## src/rtl/wb_burst_master_if.sv

```systemverilog
// wb_burst_master_if: command, write/read streams and Wishbone pipelined bus
// for wb_burst_master. The master modport is the DUT view; slave is the
// view of whoever drives commands and models the bus slave.
interface wb_burst_master_if #(
  parameter int AW = 16,
  parameter int DW = 16,
  parameter int LW = 5
);
  logic          cmd_valid;
  logic          cmd_ready;
  logic          cmd_we;
  logic [AW-1:0] cmd_adr;
  logic [LW-1:0] cmd_len;
  logic [DW-1:0] wr_data;
  logic          wr_valid;
  logic          wr_ready;
  logic [DW-1:0] rd_data;
  logic          rd_valid;
  logic          done;
  logic          err;
  logic          wb_cyc_o;
  logic          wb_stb_o;
  logic          wb_we_o;
  logic [AW-1:0] wb_adr_o;
  logic [DW-1:0] wb_dat_o;
  logic [DW-1:0] wb_dat_i;
  logic          wb_ack_i;
  logic          wb_stall_i;

  modport master (
    input  cmd_valid, cmd_we, cmd_adr, cmd_len, wr_data, wr_valid,
           wb_dat_i, wb_ack_i, wb_stall_i,
    output cmd_ready, wr_ready, rd_data, rd_valid, done, err,
           wb_cyc_o, wb_stb_o, wb_we_o, wb_adr_o, wb_dat_o
  );

  modport slave (
    output cmd_valid, cmd_we, cmd_adr, cmd_len, wr_data, wr_valid,
           wb_dat_i, wb_ack_i, wb_stall_i,
    input  cmd_ready, wr_ready, rd_data, rd_valid, done, err,
           wb_cyc_o, wb_stb_o, wb_we_o, wb_adr_o, wb_dat_o
  );
endinterface

```

## src/rtl/wb_burst_master.sv

```systemverilog
// wb_burst_master: pipelined Wishbone (STALL-capable) burst master.
// One command becomes a burst of single-word STB transfers with up to MAXOUT
// transfers in flight. Write words come from the wr_* stream, read words leave
// on rd_* (no backpressure).
// Optional feature: define WB_BURST_TIMEOUT_EN to add an ack watchdog that
// aborts the burst after TIMEOUT cycles without an ack (err pulses with done).
module wb_burst_master #(
  parameter int AW      = 16,
  parameter int DW      = 16,
  parameter int MAXLEN  = 16,
  parameter int MAXOUT  = 4,
  parameter int TIMEOUT = 255
) (
  input  logic              clk,
  input  logic              rst_n,
  wb_burst_master_if.master bus
);
  localparam int LW = $clog2(MAXLEN + 1);
  localparam int OW = $clog2(MAXOUT + 1);

  localparam logic [0:0] S_IDLE = 1'b0;
  localparam logic [0:0] S_BUS  = 1'b1;

  logic [0:0]    r_state;
  logic          r_we;
  logic [AW-1:0] r_adr;
  logic [LW-1:0] r_issue_cnt;
  logic [OW-1:0] r_out;
  logic          r_done;
  logic          r_err;
  logic          r_rd_valid;
  logic [DW-1:0] r_rd_data;

  logic w_cyc;
  logic w_stb;
  logic w_issue;
  logic w_ack;
  logic w_last;
  logic w_accept;
  logic w_tmo;

  // cyc follows the state register, so an async reset drops it immediately.
  // stb is purely combinational on registered counters plus wr_valid; while
  // stalled none of those move, so stb/adr/dat hold by construction.
  assign w_cyc    = (r_state == S_BUS);
  assign w_stb    = w_cyc && (r_issue_cnt != '0) && (r_out < OW'(MAXOUT)) &&
                    (!r_we || bus.wr_valid);
  assign w_issue  = w_stb && !bus.wb_stall_i;
  assign w_ack    = w_cyc && bus.wb_ack_i && (r_out != '0);
  assign w_last   = w_ack && (r_issue_cnt == '0) && (r_out == OW'(1));
  assign w_accept = bus.cmd_valid && !w_cyc;

`ifdef WB_BURST_TIMEOUT_EN
  localparam int TW = $clog2(TIMEOUT + 1);
  logic [TW-1:0] r_tmo_cnt;

  // Watchdog: cleared by any ack, counts only while transfers are un-acked.
  always_ff @(posedge clk or negedge rst_n) begin
    if (!rst_n)
      r_tmo_cnt <= '0;
    else if (!w_cyc || w_ack)
      r_tmo_cnt <= '0;
    else if ((r_out != '0) && (r_tmo_cnt != TW'(TIMEOUT)))
      r_tmo_cnt <= r_tmo_cnt + TW'(1);
  end

  // An ack in the expiry cycle wins over the abort.
  assign w_tmo = w_cyc && !w_ack && (r_tmo_cnt == TW'(TIMEOUT));
`else
  assign w_tmo = 1'b0;
`endif

  // Burst control: command latch, issue/ack bookkeeping, completion pulses.
  always_ff @(posedge clk or negedge rst_n) begin
    if (!rst_n) begin
      r_state     <= S_IDLE;
      r_we        <= 1'b0;
      r_adr       <= '0;
      r_issue_cnt <= '0;
      r_out       <= '0;
      r_done      <= 1'b0;
      r_err       <= 1'b0;
      r_rd_valid  <= 1'b0;
      r_rd_data   <= '0;
    end else begin
      r_done     <= 1'b0;
      r_err      <= 1'b0;
      r_rd_valid <= 1'b0;
      if (w_ack && !r_we) begin
        r_rd_valid <= 1'b1;
        r_rd_data  <= bus.wb_dat_i;
      end
      case (r_state)
        S_IDLE: begin
          if (w_accept) begin
            r_we        <= bus.cmd_we;
            r_adr       <= bus.cmd_adr;
            r_issue_cnt <= bus.cmd_len;
            r_out       <= '0;
            // A zero-length command completes without touching the bus.
            if (bus.cmd_len == '0)
              r_done <= 1'b1;
            else
              r_state <= S_BUS;
          end
        end
        default: begin
          if (w_issue) begin
            r_adr       <= r_adr + AW'(1);
            r_issue_cnt <= r_issue_cnt - LW'(1);
          end
          case ({w_issue, w_ack})
            2'b10:   r_out <= r_out + OW'(1);
            2'b01:   r_out <= r_out - OW'(1);
            default: r_out <= r_out;
          endcase
          if (w_last) begin
            r_state <= S_IDLE;
            r_done  <= 1'b1;
          end else if (w_tmo) begin
            r_state <= S_IDLE;
            r_done  <= 1'b1;
            r_err   <= 1'b1;
          end
        end
      endcase
    end
  end

  assign bus.cmd_ready = !w_cyc;
  assign bus.wr_ready  = w_issue && r_we;
  assign bus.rd_data   = r_rd_data;
  assign bus.rd_valid  = r_rd_valid;
  assign bus.done      = r_done;
  assign bus.err       = r_err;
  assign bus.wb_cyc_o  = w_cyc;
  assign bus.wb_stb_o  = w_stb;
  assign bus.wb_we_o   = w_cyc && r_we;
  assign bus.wb_adr_o  = r_adr;
  assign bus.wb_dat_o  = bus.wr_data;
endmodule
```

## src/flat_wrapper.sv

```systemverilog
// flat-port wrapper written by rule: the top's interface ports become plain ports
module wb_burst_master_flat 
#(
  parameter int AW      = 16,
  parameter int DW      = 16,
  parameter int MAXLEN  = 16,
  parameter int MAXOUT  = 4,
  parameter int TIMEOUT = 255
)
  (clk, rst_n, bus_cmd_valid, bus_cmd_we, bus_cmd_adr, bus_cmd_len, bus_wr_data, bus_wr_valid, bus_wb_dat_i, bus_wb_ack_i, bus_wb_stall_i, bus_cmd_ready, bus_wr_ready, bus_rd_data, bus_rd_valid, bus_done, bus_err, bus_wb_cyc_o, bus_wb_stb_o, bus_wb_we_o, bus_wb_adr_o, bus_wb_dat_o);
  wb_burst_master_if #(.AW(AW), .DW(DW)) bus_i ();
  input  logic clk;
  input  logic rst_n;
  input wire logic [$bits(bus_i.cmd_valid)-1:0] bus_cmd_valid;
  input wire logic [$bits(bus_i.cmd_we)-1:0] bus_cmd_we;
  input wire logic [$bits(bus_i.cmd_adr)-1:0] bus_cmd_adr;
  input wire logic [$bits(bus_i.cmd_len)-1:0] bus_cmd_len;
  input wire logic [$bits(bus_i.wr_data)-1:0] bus_wr_data;
  input wire logic [$bits(bus_i.wr_valid)-1:0] bus_wr_valid;
  input wire logic [$bits(bus_i.wb_dat_i)-1:0] bus_wb_dat_i;
  input wire logic [$bits(bus_i.wb_ack_i)-1:0] bus_wb_ack_i;
  input wire logic [$bits(bus_i.wb_stall_i)-1:0] bus_wb_stall_i;
  output wire logic [$bits(bus_i.cmd_ready)-1:0] bus_cmd_ready;
  output wire logic [$bits(bus_i.wr_ready)-1:0] bus_wr_ready;
  output wire logic [$bits(bus_i.rd_data)-1:0] bus_rd_data;
  output wire logic [$bits(bus_i.rd_valid)-1:0] bus_rd_valid;
  output wire logic [$bits(bus_i.done)-1:0] bus_done;
  output wire logic [$bits(bus_i.err)-1:0] bus_err;
  output wire logic [$bits(bus_i.wb_cyc_o)-1:0] bus_wb_cyc_o;
  output wire logic [$bits(bus_i.wb_stb_o)-1:0] bus_wb_stb_o;
  output wire logic [$bits(bus_i.wb_we_o)-1:0] bus_wb_we_o;
  output wire logic [$bits(bus_i.wb_adr_o)-1:0] bus_wb_adr_o;
  output wire logic [$bits(bus_i.wb_dat_o)-1:0] bus_wb_dat_o;
  assign bus_i.cmd_valid = bus_cmd_valid;
  assign bus_i.cmd_we = bus_cmd_we;
  assign bus_i.cmd_adr = bus_cmd_adr;
  assign bus_i.cmd_len = bus_cmd_len;
  assign bus_i.wr_data = bus_wr_data;
  assign bus_i.wr_valid = bus_wr_valid;
  assign bus_i.wb_dat_i = bus_wb_dat_i;
  assign bus_i.wb_ack_i = bus_wb_ack_i;
  assign bus_i.wb_stall_i = bus_wb_stall_i;
  assign bus_cmd_ready = bus_i.cmd_ready;
  assign bus_wr_ready = bus_i.wr_ready;
  assign bus_rd_data = bus_i.rd_data;
  assign bus_rd_valid = bus_i.rd_valid;
  assign bus_done = bus_i.done;
  assign bus_err = bus_i.err;
  assign bus_wb_cyc_o = bus_i.wb_cyc_o;
  assign bus_wb_stb_o = bus_i.wb_stb_o;
  assign bus_wb_we_o = bus_i.wb_we_o;
  assign bus_wb_adr_o = bus_i.wb_adr_o;
  assign bus_wb_dat_o = bus_i.wb_dat_o;
  wb_burst_master #(.AW(AW), .DW(DW), .MAXLEN(MAXLEN), .MAXOUT(MAXOUT), .TIMEOUT(TIMEOUT)) u_core (.clk(clk), .rst_n(rst_n), .bus(bus_i));
endmodule
```

## config.mk

```make
export PLATFORM = sky130hd
export DESIGN_NAME = wb_burst_master_flat
export DESIGN_NICKNAME = d
export VERILOG_FILES = /design/src/rtl/wb_burst_master_if.sv /design/src/rtl/wb_burst_master.sv /design/src/flat_wrapper.sv
export SDC_FILE = /design/constraint.sdc
export NUM_CORES = 1
export LEC_CHECK = 0
export BUFFER_PORTS_ARGS = -buffer_cell sky130_fd_sc_hd__buf_2
export CORE_MARGIN = 2
export CORE_UTILIZATION = 40
export DETAILED_ROUTE_END_ITERATION = 8
export GPL_ROUTABILITY_DRIVEN = 0
export PLACE_DENSITY = 0.7
export RECOVER_POWER = 100
export SLEW_MARGIN = 20
export SYNTH_ARGS = -nofsm -noshare
export SYNTH_HDL_FRONTEND = slang
export SYNTH_SLANG_ARGS = --single-unit
export TNS_END_PERCENT = 100
```

## constraint.sdc

```tcl
create_clock -name clk -period 2.6 [get_ports clk]
set_input_delay 0.26 -clock clk [delete_from_list [all_inputs] [get_ports clk]]
set_output_delay 0.26 -clock clk [all_outputs]
set_load 0.02 [all_outputs]
```

==> results.md <==
* Postcts setup bufs at 0
* Mapped cell area at 0.00247 sq mm
* DRT Pass-1 Iters at 4
* Tcrit/Tclk final at 0.907
* Routed WL at 5870 um
* Layout area overhead at 17.7%
* Clock transition at path regs at ~0.08 ns
* Inst Count DP at 381
* Post-synthesis compound-gate area fraction at 0.130
* Leading cell type by number of instances after synthesis: dfrtp_1
* Worst EP required at around 2.3 ns
* CTS tree: done
* Pre-CTS setup slack at 0.347 ns
* Critical path class: reg -> out
* Top cells by area, synth: dfrtp_1 45%, mux2_1 6.4%, buf_4 5.5%
* Main combinational cell family by area after synthesis: simple AND/OR/NAND/NOR gates
* Antenna viol nets, final at 0
* Highest fanout seen on the critical path at 23
* Fmax at around 0.42 GHz
* Final min period at 2.36 ns
* Grt ovf at 0
* Top FF cell, synth: dfrtp_1
* Pwr per Cell Area at 1310 mW/mm^2
* TritonCTS buffer count at 5
* Final instance area at 0.00290 sq mm
* # H-tree levels at 2
* # IOs at between 100 and 150
* Row cnt at 28
* Die span in y at 82.5 um
* Dpl hpwl at 4360 um
* Synth warn at 0
* DR DRC count at 0
* Post-Synthesis Cells at 246
* Die W at slightly above 80 um
* Mapped Avg Cell Area at 10.0 sq um
* CP Launch Type: flip-flop
* Clk_lat worst skew at 0.30 ns
* Root Buffer: clkbuf_8
* Adder-cell share of the synthesized area at 0.0406
* Starting Density at 0.414
* Layout cells sized above 1 at 0.210
* Clk sinks at between 40 and 50
* Max-cap violations at 0
* Placed inst area at between 0.002 and 0.003 sq mm
* Max stage delay on crit path at 0.36 ns
* Core outline area at 0.00596 sq mm
* DR top layer: met4
* Worst min-delay path category: in -> reg
* CP Capture Type: output pin
* Hold Vio Cnt, Final at 0
* Wire per inst at 15.0 um
* Post-CTS Hold Fix Bufs at 0
* Synth cell types at 54
* Initial DRC count at 96
* Synth Area in Simple Gates at 0.171
* Worst Tran Pin Value at about 1.1 ns
* WL met1 at 2610 um
* Diodes inserted at 0
* Sequential area share after synthesis at 0.446
* Outcome: finished, final reports clean
* First-pass GRT wire length at 9110 um
* P_leak at 1.32 nW
* Critical-path cell list: inv_1 > ha_1 > nor4b_2 > nor4_4 > buf_4 > and2_1 > clkbuf_1
* Mux contribution to synthesized area at 0.106
* Top cells by count, synth: 44 x dfrtp_1, 24 x nand2_1, 18 x buf_4, 16 x nor2_1, 14 x mux2_1
* Mean number of vias per cell at between 5 and 6
* Family with the most delay on the worst path: buffers and inverters
* Initial antenna violation count at 0
* Die area at roughly 0.0068 sq mm
* Total track usage at 0.177
* Slew Viols, Final at 0
* FF+latch count, synth at 44
* Slowest-stage cell, CP: dfrtp_1
* Vias in the first global route at 1876
* Non-Filler Instances at 390
* Met3 WL at roughly 560 um
* Routed wl met2 at 2620 um
* Post-route setup slack at roughly 0.24 ns
* Largest net degree at the start of global routing at 45
* Data arrival, critical path at approximately 2.1 ns
* Fraction of registers with async set/reset at 1.00
* Setup_tns at 0 ns
* DR vias at between 2000 and 2500
* EDFF count, synth at 0
* Clock Skews at between 0.005 and 0.006 ns
* Final nets at 382
* Deepest clock path buffer count at 2
* RSZ-0062 raised after global routing: false
* Worst Path Buf+Inv at 3
* Slew headroom at 0.268
* Syn nets at 314
* # resized after CTS at 0
* Area leader, netlist: dfrtp_1
* Port Buffers at 82
* Synth top area share at 0.446
* Synth Area in XOR/XNOR at 0.0142
* Setup-failing EPs final at 0
* Worst vdd ir at 0.599 mV
[state kept, by name (all words and copies together), names as in the netlist]
register,count
u_core.bus.done,1
u_core.bus.rd_data,16
u_core.bus.rd_valid,1
u_core.bus.wb_adr_o,16
u_core.bus.wb_cyc_o,1
u_core.r_issue_cnt,5
u_core.r_out,3
u_core.r_we,1
[metrics by stage]
stage	util	hold WS, ns	total power (W)
6_report	0.487	0.160	0.00379
5_1_grt	0.487	0.159	0.00411
4_1_cts	0.495	0.145	0.00392
3_5_place_dp	0.475	0.466	0.00335
3_3_place_gp	0.475	0.450	0.00328
2_1_floorplan	-	-0.0356	0.00276
[cell families (layout without fill, tap and decap cells)]
family | Yosys count | count (layout)
flops | 44 | 44
mux | 24 | 24
other cells | 1 | 1
fa+ha+maj | 8 | 8
compound gates | 47 | 47
buf+inv | 38 | 107
xor+xnor | 4 | 4
simple gates | 80 | 80
[placed cells by master, fill, tap and decap left out, types with 9 or more instances in the layout]
| cell type | n |
|---|---|
| nand3_1 | 9 |
| mux2_1 | 14 |
| clkbuf_1 | 38 |
| nand2_1 | 24 |
| dfrtp_1 | 44 |
| buf_2 | 43 |
| nor2_1 | 17 |
| a21oi_1 | 11 |
| inv_1 | 11 |
[worst register-to-register path: stages, from the launching register on]
cell      delay, ns
dfrtp_1        0.41
inv_1          0.12
ha_1           0.16
inv_1          0.03
o211ai_1       0.24
or2_0          0.48
clkbuf_2       0.35
mux2_1         0.36
[power breakdown]
part           leakage [nW]  internal (W)  switching, W  total [W]
logic                 0.728      0.000744       0.00119    0.00193
registers             0.530       0.00102      0.000289    0.00130
clock network        0.0614      0.000314      0.000242   0.000556
[worst paths after layout]
path | from | end | slack (ns) | cells past startpoint
max in group asynchronous | rst_n | u_core.r_issue_cnt[4] | 1.23 | 2
min in group asynchronous | rst_n | u_core.bus.wb_adr_o[14] | 0.70 | 2
hold / removal | bus_cmd_we | u_core.r_we | 0.16 | 3
hold reg to reg | u_core.bus.rd_data[0] | u_core.bus.rd_data[0] | 0.49 | 1
setup reg to reg | u_core.r_out[1] | u_core.bus.rd_data[1] | 0.34 | 7
setup / recovery | u_core.r_issue_cnt[0] | bus_wr_ready | 0.24 | 7
[layer usage]
metal / global-route usage / vias to the layer above
li1: - / 997
met1: 0.236 / 993
met2: 0.275 / 92
met3: 0.0500 / 8
met4: 0.0607 / 0
met5: 0 / -
[layout make-up]
type / instances / area [sq um]
multi-input combinational: 164 / 1140
fill: 604 / 3050
sequential: 44 / 1100
clock buffer: 6 / 82.6
inverter: 11 / 41.3
clock inverter: 2 / 38.8
tap: 75 / 93.8
timing repair buffer: 88 / 408
No activity file was read; power rests on OpenSTA's default activity.
